==> src/rtl/bios_wd_pkg.sv <==
// Shared types and constants for the BIOS boot watchdog.
package bios_wd_pkg;

  // Watchdog FSM states.
  typedef enum logic [2:0] {
    IDLE    = 3'd0,
    ARMED   = 3'd1,
    EXPIRED = 3'd2,
    HALT    = 3'd3,
    DONE    = 3'd4
  } wd_state_e;

  // Default LPC address of the watchdog command register.
  localparam logic [7:0] WD_REG_ADDR_DEF = 8'h06;

  // Command register bit positions.
  localparam int CMD_KICK_BIT = 0;
  localparam int CMD_STOP_BIT = 1;

  // WdStatus bit positions: {GiveUp, Timeout, Armed, Done}.
  localparam int STAT_DONE    = 0;
  localparam int STAT_ARMED   = 1;
  localparam int STAT_TIMEOUT = 2;
  localparam int STAT_GIVEUP  = 3;

endpackage

==> src/rtl/bios_watchdog_prescaler.sv <==
// Divides LpcClock down to the watchdog tick (one-cycle pulse per TICK_DIV cycles).
module wd_prescaler #(
  parameter int TICK_DIV = 33000
) (
  input  logic LpcClock,
  input  logic ResetN,
  input  logic En,
  input  logic Clr,
  output logic Tick
);

  localparam int             CW   = $clog2(TICK_DIV);
  localparam logic [CW-1:0]  LAST = CW'(TICK_DIV - 1);

  logic [CW-1:0] r_cnt;

  // Free-running divider while enabled; Clr wins so a kick restarts the tick period.
  always_ff @(posedge LpcClock or negedge ResetN) begin
    if (!ResetN) begin
      r_cnt <= '0;
    end else if (Clr) begin
      r_cnt <= '0;
    end else if (En) begin
      r_cnt <= (r_cnt == LAST) ? '0 : r_cnt + 1'b1;
    end
  end

  assign Tick = En & ~Clr & (r_cnt == LAST);

endmodule

==> src/rtl/bios_watchdog.sv <==
// BIOS boot watchdog: arms on host reset release, expires after TIMEOUT_TICKS
// ticks unless kicked or stopped over LPC, and requests a flash swap on expiry.
//
// Handshake: there is no valid/ready flow. Write is a one-cycle strobe that is
// acted on only in ARMED; ForceSwap is a one-cycle registered pulse coinciding
// with the EXPIRED state and consumed unconditionally downstream.
module bios_watchdog
  import bios_wd_pkg::*;
#(
  parameter int          TICK_DIV      = 33000,
  parameter logic [15:0] TIMEOUT_TICKS = 16'd60000,
  parameter int          MAX_SWAPS     = 2,
  parameter logic [7:0]  WD_REG_ADDR   = WD_REG_ADDR_DEF
) (
  input  logic       LpcClock,
  input  logic       ResetN,
  input  logic       MainReset,
  input  logic       SwapDisable,
  input  logic       Write,
  input  logic [7:0] RegAddress,
  input  logic [7:0] DataWr,
  output logic [1:0] ForceSwap,
  output logic [3:0] WdStatus,
  output logic [1:0] ExpCnt
);

  localparam logic [1:0] MAX_CNT = 2'(MAX_SWAPS);

  wd_state_e   r_state;
  wd_state_e   w_next;
  logic        r_mrq;
  logic        r_arm;
  logic [15:0] r_ticks;
  logic [1:0]  r_exp_cnt;
  logic [1:0]  r_force;
  logic [1:0]  w_pulse;
  logic        w_wr_cmd;
  logic        w_stop;
  logic        w_kick;
  logic        w_in_armed;
  logic        w_kick_armed;
  logic        w_expire;
  logic        w_clr;
  logic        w_tick;
  logic        w_unused;

  assign w_wr_cmd     = Write & (RegAddress == WD_REG_ADDR);
  assign w_stop       = w_wr_cmd & DataWr[CMD_STOP_BIT];
  assign w_kick       = w_wr_cmd & DataWr[CMD_KICK_BIT] & ~DataWr[CMD_STOP_BIT];
  assign w_in_armed   = (r_state == ARMED);
  assign w_kick_armed = w_in_armed & MainReset & w_kick;
  assign w_expire     = w_in_armed & (r_ticks == TIMEOUT_TICKS);
  // Counters restart on a kick and whenever ARMED is not going to continue.
  assign w_clr        = ~w_in_armed | (w_next != ARMED) | w_kick_armed;
  assign w_unused     = ^DataWr[7:2];

  wd_prescaler #(
    .TICK_DIV (TICK_DIV)
  ) u_prescaler (
    .LpcClock (LpcClock),
    .ResetN   (ResetN),
    .En       (w_in_armed),
    .Clr      (w_clr),
    .Tick     (w_tick)
  );

  // Host-run edge detector; the arm request is the registered rising-edge compare.
  always_ff @(posedge LpcClock or negedge ResetN) begin
    if (!ResetN) begin
      r_mrq <= 1'b0;
      r_arm <= 1'b0;
    end else begin
      r_mrq <= MainReset;
      r_arm <= MainReset & ~r_mrq;
    end
  end

  // FSM state register.
  always_ff @(posedge LpcClock or negedge ResetN) begin
    if (!ResetN) r_state <= IDLE;
    else         r_state <= w_next;
  end

  // Next-state logic; host reset overrides everything, then Stop > Kick > expiry.
  always_comb begin
    w_next = r_state;
    if (!MainReset) begin
      w_next = IDLE;
    end else begin
      case (r_state)
        IDLE:    if (r_arm) w_next = ARMED;
        ARMED: begin
          if (w_stop)        w_next = DONE;
          else if (w_kick)   w_next = ARMED;
          else if (w_expire) w_next = EXPIRED;
        end
        EXPIRED: w_next = HALT;
        default: w_next = r_state;
      endcase
    end
  end

  // Swap request chosen on entry to EXPIRED so the registered pulse lines up with that state.
  always_comb begin
    w_pulse = 2'b00;
    if (w_in_armed && (w_next == EXPIRED) && (r_exp_cnt < MAX_CNT) && !SwapDisable) begin
      w_pulse = (r_exp_cnt == 2'd0) ? 2'b01 : 2'b10;
    end
  end

  // Tick counter saturates at the timeout value; the FSM leaves ARMED there anyway.
  always_ff @(posedge LpcClock or negedge ResetN) begin
    if (!ResetN) begin
      r_ticks <= 16'd0;
    end else if (w_clr) begin
      r_ticks <= 16'd0;
    end else if (w_tick && (r_ticks != TIMEOUT_TICKS)) begin
      r_ticks <= r_ticks + 16'd1;
    end
  end

  // Consecutive expiry count: cleared by a successful boot, bumped once per expiry.
  always_ff @(posedge LpcClock or negedge ResetN) begin
    if (!ResetN) begin
      r_exp_cnt <= 2'd0;
    end else if (w_in_armed && (w_next == DONE)) begin
      r_exp_cnt <= 2'd0;
    end else if ((r_state == EXPIRED) && MainReset && (r_exp_cnt < MAX_CNT)) begin
      r_exp_cnt <= r_exp_cnt + 2'd1;
    end
  end

  // Registered one-cycle swap pulse.
  always_ff @(posedge LpcClock or negedge ResetN) begin
    if (!ResetN) r_force <= 2'b00;
    else         r_force <= w_pulse;
  end

  assign ForceSwap               = r_force;
  assign ExpCnt                  = r_exp_cnt;
  assign WdStatus[STAT_DONE]     = (r_state == DONE);
  assign WdStatus[STAT_ARMED]    = (r_state == ARMED);
  assign WdStatus[STAT_TIMEOUT]  = (r_state == HALT) || (r_state == EXPIRED);
  assign WdStatus[STAT_GIVEUP]   = (r_exp_cnt == MAX_CNT);

endmodule

==> config.mk <==
export PLATFORM = sky130hd
export DESIGN_NAME = bios_watchdog
export DESIGN_NICKNAME = d
export VERILOG_FILES = /design/src/rtl/bios_wd_pkg.sv /design/src/rtl/bios_watchdog_prescaler.sv /design/src/rtl/bios_watchdog.sv
export SDC_FILE = /design/constraint.sdc
export NUM_CORES = 1
export LEC_CHECK = 0
export ABC_CLOCK_PERIOD_IN_PS = 5000
export BUFFER_PORTS_ARGS = -buffer_cell sky130_fd_sc_hd__buf_2
export CORE_MARGIN = 3
export CORE_UTILIZATION = 40
export DETAILED_ROUTE_END_ITERATION = 7
export PLACE_DENSITY = 0.6
export SYNTH_ARGS = -nofsm -noshare
export SYNTH_HDL_FRONTEND = slang
export SYNTH_SLANG_ARGS = --single-unit
==> constraint.sdc <==
create_clock -name LpcClock -period 5 [get_ports LpcClock]
set_clock_uncertainty 0.2 [all_clocks]
set_input_delay 0.5 -clock LpcClock [delete_from_list [all_inputs] [get_ports LpcClock]]
set_output_delay 0.5 -clock LpcClock [all_outputs]
set_load 0.02 [all_outputs]
==> key figures, run 1 <==
Run status
  • Status: finished clean

Clocking
  • Clock sinks: 41
  • CTS tree: yes
  • Clock latency on the worst-skew pair: 0.30 ns
  • Root buffer cell: clkbuf_8
  • Post-CTS sizing: 0
  • CTS Hold Buffers Added: 0
  • Num CTS Buffers: 5
  • Number of setup buffers added after CTS: 0
  • Clock transition at path regs: 0.09 ns
  • Deepest clock path buffer count: 2
  • # H-tree levels: 2

Drt
  • Vias per cell: 5.97
  • Wire per inst: 15.6 um
  • # DRC: 0
  • Antenna viol nets, final: 0
  • Post-Route WL: 5180 um
  • First-pass DRT Iterations: 4
  • Vias: 1987
  • Drt initial violations: 90

Worst setup path
  • CP arrival: 3.07 ns
  • CP Capture Type: flop
  • Reg-to-Reg Start: u_prescaler.r_cnt[4]
  • Reg2reg end: r_ticks[6]
  • Startpoint Class: flop
  • Worst endpoint required time: 5.00 ns
  • Slowest CP cell: nand4_1
  • CP Class: flop to flop
  • Max Fanout on Critical Path: 30
  • Largest stage delay on the critical path: 0.88 ns
  • R2R Setup Slk: 1.92 ns
  • Cell chain of the critical path: nor4b_4 > nand4_1 > or4_1 > a211oi_1
  • Reg2Reg Depth: 4

Timing
  • Endpoints failing setup: 0
  • Measured slew at the worst slew-check pin: 1.20 ns
  • Final hold violation count: 0
  • RSZ-0062 raised after global routing: no
  • Final min period: 3.08 ns
  • Rel. slew slack: 20.1%
  • Max Freq: 325 MHz
  • Fin. max-slew vios: 0
  • Final period util: 61.5%
  • Setup TNS Final: 0 ns

Synth
  • Syn Nets: 270
  • Yosys warns: 0
  • Synthesized flop and latch total: 41
  • Sequential share of the synthesized area: 43.0%
  • Post-synth ARST share: 100%
  • Distinct cells, synth: 44
  • Mapped Avg Cell Area: 9.78 um^2
  • Synth Cell Area: 0.00239 mm^2
  • Post-synth EDFFs: 0
  • Primary FF master, synth: dfrtp_1
  • Cells after synthesis: 244

Place
  • Cells after DPL: 325
  • DP Area: 0.00254 mm^2
  • Detailed Place HPWL: 3400 um
  • RD Place Congestion: 0.750
  • IO buf count: 22

Flow run
  • Max-cap violations: 0

Final layout
  • P&R area growth vs syn: 12.1%
  • Final std cells w/o fill: 333
  • Final instance area: 0.00268 mm^2
  • Most frequent cells in the layout: dfrtp_1 (41), buf_2 (22), a211oi_1 (18)
  • Nets: 286
  • # diodes: 0
  • Commonest non-fill, non-tap cell in the layout: dfrtp_1
  • Number of fill cells: 536
  • Share of layout cells above drive strength 1: 15.3%

Floorplanning
  • Core footprint: 0.00564 mm^2
  • Row count: 27
  • Vert. Die Dim: 83.2 um
  • # IOs: 29
  • Initial core utilization: 42.3%
  • Die span in x: 83.2 um
  • Die area: 0.00693 mm^2

GRT
  • Total grt overflow: 0
  • All-Layer GR Usage: 15.3%
  • Largest net degree at the start of global routing: 42
  • Vias in the first global route: 1807
  • Initial antenna violation count: 0
  • Global-route wire length before repair: 8970 um

Power
  • Total power: 697 uW
  • Peak supply drop: 0.170 mV
  • Power Dens Cells: 260 mW/mm^2
  • P_leak: 0.000980 uW

Hold path
  • Hold Path Class: primary input to asynchronous set/reset pin
area by class of cell:
type / instances / area (um^2) / area share [%]
well taps: 72 / 90.1 / 3.37
clock buffers: 5 / 68.8 / 2.57
flip-flops and latches: 41 / 1030 / 38.4
inverters: 11 / 41.3 / 1.54
multi-input cells: 178 / 1270 / 47.3
clock inverters: 3 / 65.1 / 2.43
repair buffers: 23 / 118 / 4.40
kinds of logic (layout without fill, tap and decap cells):
group	Yosys count	after routing	synth area share, %
adder cells (fa/ha/maj)	5	5	2.62
AO/OA/AOI/OAI	58	58	17.6
XOR/XNOR	9	9	3.30
buffers and inverters	25	42	4.82
flip-flops	41	41	43.0
AND/OR/NAND/NOR	106	106	28.7
stage by stage:
stage	hold slack, ns	setup slack [ns]	utilization (%)
after floorplan	0.00441	2.89	-
after global placement	0.179	2.02	45.0
after detailed placement	0.187	1.97	45.0
after CTS	0.171	1.95	47.4
after global routing	0.175	1.63	47.4
final	0.123	1.92	47.4
worst max-delay path, delay by kind of cell, from the launching register on:
| kind | cells | cell delay, ns |
|---|---|---|
| flip-flops | 1 | 0.51 |
| AND/OR/NAND/NOR | 3 | 2.02 |
| AO/OA/AOI/OAI | 1 | 0.25 |
where the power goes:
group,total [uW],leakage (uW),internal (uW),switching [uW]
Sequential,335,0.000569,333,1.77
Combinational,39.1,0.000343,10.9,28.2
Clock,323,0.0000681,199,124
Total,697,0.000980,542,154
how the worst max path moves through the flow:
stage	cells after the start	endpoint	start	slack, ns
after global placement	4	r_ticks[15]	u_prescaler.r_cnt[4]	2.02
after CTS	5	r_ticks[8]	u_prescaler.r_cnt[0]	1.95
after detailed placement	5	r_ticks[8]	u_prescaler.r_cnt[0]	1.97
after global routing	4	r_ticks[8]	u_prescaler.r_cnt[11]	1.63
after floorplan	6	r_ticks[12]	r_ticks[0]	2.89
final	4	r_ticks[6]	u_prescaler.r_cnt[4]	1.92
synthesized netlist by cell type (6+ instances only):
| library cell | n | share of area [%] |
|---|---|---|
| nand4_1 | 12 | 3.1 |
| or4_1 | 15 | 4.7 |
| dfrtp_1 | 41 | 43 |
| or3_1 | 6 | 1.6 |
| nor3_1 | 12 | 2.5 |
| o21ai_0 | 10 | 2.1 |
| nand3_1 | 16 | 3.4 |
| nor2_1 | 6 | 0.94 |
| xor2_1 | 8 | 2.9 |
| nand2_1 | 7 | 1.1 |
| inv_1 | 11 | 1.7 |
| and4_1 | 6 | 2.2 |
| buf_2 | 8 | 1.7 |
| a211oi_1 | 18 | 5.7 |
| o31ai_1 | 14 | 4.4 |
flip-flops by register name, summed over array words and instances, names as in the netlist:
signal             count
r_arm                  1
r_ticks               16
ExpCnt                 2
u_prescaler.r_cnt     16
ForceSwap              2
r_state                3
r_mrq                  1
layer usage:
metal	up-vias	global-route usage, %	routed length (um)
met4	0	3.57	46
li1	986	-	-
met2	15	23.2	2440
met1	981	22.5	2610
met5	-	0	0
met3	5	2.78	89
No activity file was read; power rests on OpenSTA's default activity.
==> run 2, diff against run 1 <==
--- a/config.mk
+++ b/config.mk
@@ -5,7 +5,7 @@
 export SDC_FILE = /design/constraint.sdc
 export NUM_CORES = 1
 export LEC_CHECK = 0
-export ABC_CLOCK_PERIOD_IN_PS = 5000
+export ABC_CLOCK_PERIOD_IN_PS = 3120
 export BUFFER_PORTS_ARGS = -buffer_cell sky130_fd_sc_hd__buf_2
 export CORE_MARGIN = 3
 export CORE_UTILIZATION = 40
==> constraint.sdc (replaced) <==
create_clock -name LpcClock -period 3.12 [get_ports LpcClock]
set_clock_uncertainty 0.2 [all_clocks]
set_input_delay 0.312 -clock LpcClock [delete_from_list [all_inputs] [get_ports LpcClock]]
set_output_delay 0.312 -clock LpcClock [all_outputs]
set_load 0.02 [all_outputs]
==> key figures, run 2 (same netlist as run 1, synthesis figures left out) <==
Place
  • DP Worst Slack: 0.310 ns (-1.66 ns)
  • IO buf count: 22 (unchanged)
  • RD Place Congestion: 0.762 (+1.5%)
  • Detailed Place HPWL: 3450 um (+1.3%)

Floorplanning
  • Vert. Die Dim: 83.2 um (unchanged)
  • Row count: 27 (unchanged)
  • Initial core utilization: 42.3% (unchanged)
  • # IOs: 29 (unchanged)
  • Core footprint: 0.00564 mm^2 (unchanged)
  • Die span in x: 83.2 um (unchanged)
  • Die area: 0.00693 mm^2 (unchanged)

Worst setup path
  • Startpoint Class: primary input
  • Cell chain of the critical path: dlygate4sd3_1 > buf_2 > inv_1 > o311ai_4 > buf_4 > a211oi_1
  • Worst endpoint required time: 3.06 ns (-1.94 ns)
  • Reg-to-Reg Start: r_ticks[0]
  • CP arrival: 2.52 ns (-0.55 ns)
  • Largest stage delay on the critical path: 1.01 ns (+0.13 ns)
  • Worst setup startpoint: MainReset
  • CP Capture Type: flop
  • CP endpoint: u_prescaler.r_cnt[15]
  • CP Class: primary input to flop
  • Slowest CP cell: o311ai_4
  • R2R Setup Slk: 0.66 ns (-1.26 ns)
  • Max Fanout on Critical Path: 24 (-20%)
  • Reg2reg end: u_prescaler.r_cnt[7]
  • Reg2Reg Depth: 6 (+2)

Final layout
  • Most frequent cells in the layout: dfrtp_1 (41), buf_2 (22), a211oi_1 (18)
  • Nets: 290 (+1.4%)
  • # diodes: 0 (unchanged)
  • P&R area growth vs syn: 12.3%
  • Commonest non-fill, non-tap cell in the layout: dfrtp_1
  • Share of layout cells above drive strength 1: 15.5% (+0.20 points)
  • Top flop regs: r_ticks: 16 flops, u_prescaler.r_cnt: 16 flops, r_state: 3 flops

Drt
  • Antenna viol nets, final: 0 (unchanged)
  • Vias: 1976 (-0.55%)
  • Wire per inst: 15.6 um (about the same)
  • # DRC: 0 (unchanged)
  • Post-Route WL: 5230 um (+0.89%)
  • Vias per cell: 5.88 (-1.4%)
  • First-pass DRT Iterations: 4 (unchanged)
  • Drt initial violations: 116 (+29%)

GRT
  • Total grt overflow: 0 (unchanged)
  • Largest net degree at the start of global routing: 42 (unchanged)
  • Initial antenna violation count: 0 (unchanged)
  • Met1 Track Usage GR: 21.3% (-1.2 points)
  • Global-route wire length before repair: 8890 um (-0.85%)
  • Vias in the first global route: 1823 (+0.89%)
  • Most Crowded Layer GR: met2
  • Met3 Resource Use GR: 3.27% (+0.50 points)
  • Grt met2 use: 24.5% (+1.3 points)
  • All-Layer GR Usage: 15.5% (+0.24 points)

Timing
  • Rel. slew slack: 22.0% (+1.9 points)
  • Fin. max-slew vios: 0 (unchanged)
  • Endpoints failing setup: 0 (unchanged)
  • Final min period: 2.58 ns
  • Max Freq: 388 MHz
  • Setup TNS Final: 0 ns (unchanged)
  • RSZ-0062 raised after global routing: no
  • Setup ws final: 0.544 ns (-1.38 ns)
  • Final period util: 82.6%
  • Measured slew at the worst slew-check pin: 1.17 ns (-0.0310 ns)
  • Final hold violation count: 0 (unchanged)

Clocking
  • Number of setup buffers added after CTS: 0 (unchanged)
  • Clock transition at path regs: 0.08 ns (about the same)
  • Root buffer cell: clkbuf_8
  • Clock latency on the worst-skew pair: 0.29 ns (about the same)
  • # H-tree levels: 2 (unchanged)
  • Num CTS Buffers: 5 (unchanged)
  • Post-CTS sizing: 0 (unchanged)
  • Deepest clock path buffer count: 2 (unchanged)
  • CTS tree: yes
  • Clock sinks: 41 (unchanged)

Flow run
  • Max-cap violations: 0 (unchanged)

Run status
  • Status: finished clean

Power
  • P_leak: 0.000983 uW (+0.28%)
  • Power Dens Cells: 380 mW/mm^2 (+46%)
  • Peak supply drop: 0.227 mV (+34%)

Hold path
  • Hold Path Class: primary input to flop
==> run 2: worst max-delay path, delay by kind of cell <==
family / cells / cell delay (ns)
buf+inv: 4 / 1.12
compound gates: 2 / 1.07
==> run 2: how the worst min path moves through the flow <==
stage | from | slack [ns] | end | cells past startpoint
final | SwapDisable | 0.11 | ForceSwap[1] | 4
after global routing | SwapDisable | 0.13 | ForceSwap[0] | 4
after CTS | SwapDisable | 0.11 | ForceSwap[1] | 4
after detailed placement | r_mrq | 0.18 | r_arm | 1
after global placement | r_mrq | 0.18 | r_arm | 1
after floorplan | ResetN | -0.18 | ExpCnt[0] | 0
==> run 2: repair_timing <==
item                                   CTS  global route
hold buffers                             2             0
setup endpoints to repair                0             0
endpoints found under the hold margin   42             0
==> run 2: layer usage <==
metal | routed length, um | vias to the layer above | share of wire (%)
li1 | - | 990 | -
met1 | 2620 | 965 | 50
met2 | 2460 | 17 | 47
met3 | 95 | 4 | 1.8
met4 | 54 | 0 | 1.0
met5 | 0 | - | 0
==> run 2: cell type report <==
cell class / count / area (um^2)
fillers: 520 / 2960
multi-input cells: 178 / 1270
flip-flops and latches: 41 / 1030
repair buffers: 27 / 153
well taps: 72 / 90.1
clock buffers: 5 / 68.8
inverters: 11 / 41.3
clock inverters: 2 / 35.0
==> run 2: per-stage QoR <==
step | std cells | hold WS [ns] | cell area (um^2) | power (uW) | util [%]
after global placement | 327 | 0.180 | 2560 | 613 | 45.3
after global routing | 336 | 0.135 | 2680 | 1060 | 47.5
after floorplan | 244 | -0.184 | 2390 | 580 | -
after detailed placement | 327 | 0.179 | 2560 | 614 | 45.3
final | 336 | 0.113 | 2680 | 1020 | 47.5
after CTS | 336 | 0.106 | 2680 | 1030 | 47.5
==> run 2: where the power goes <==
group	total [uW]	leakage [uW]	internal, uW	switching, uW
combinational	66.9	0.000360	20.3	46.7
clock	416	0.0000540	233	183
sequential	537	0.000569	534	2.71
total	1020	0.000983	787	233
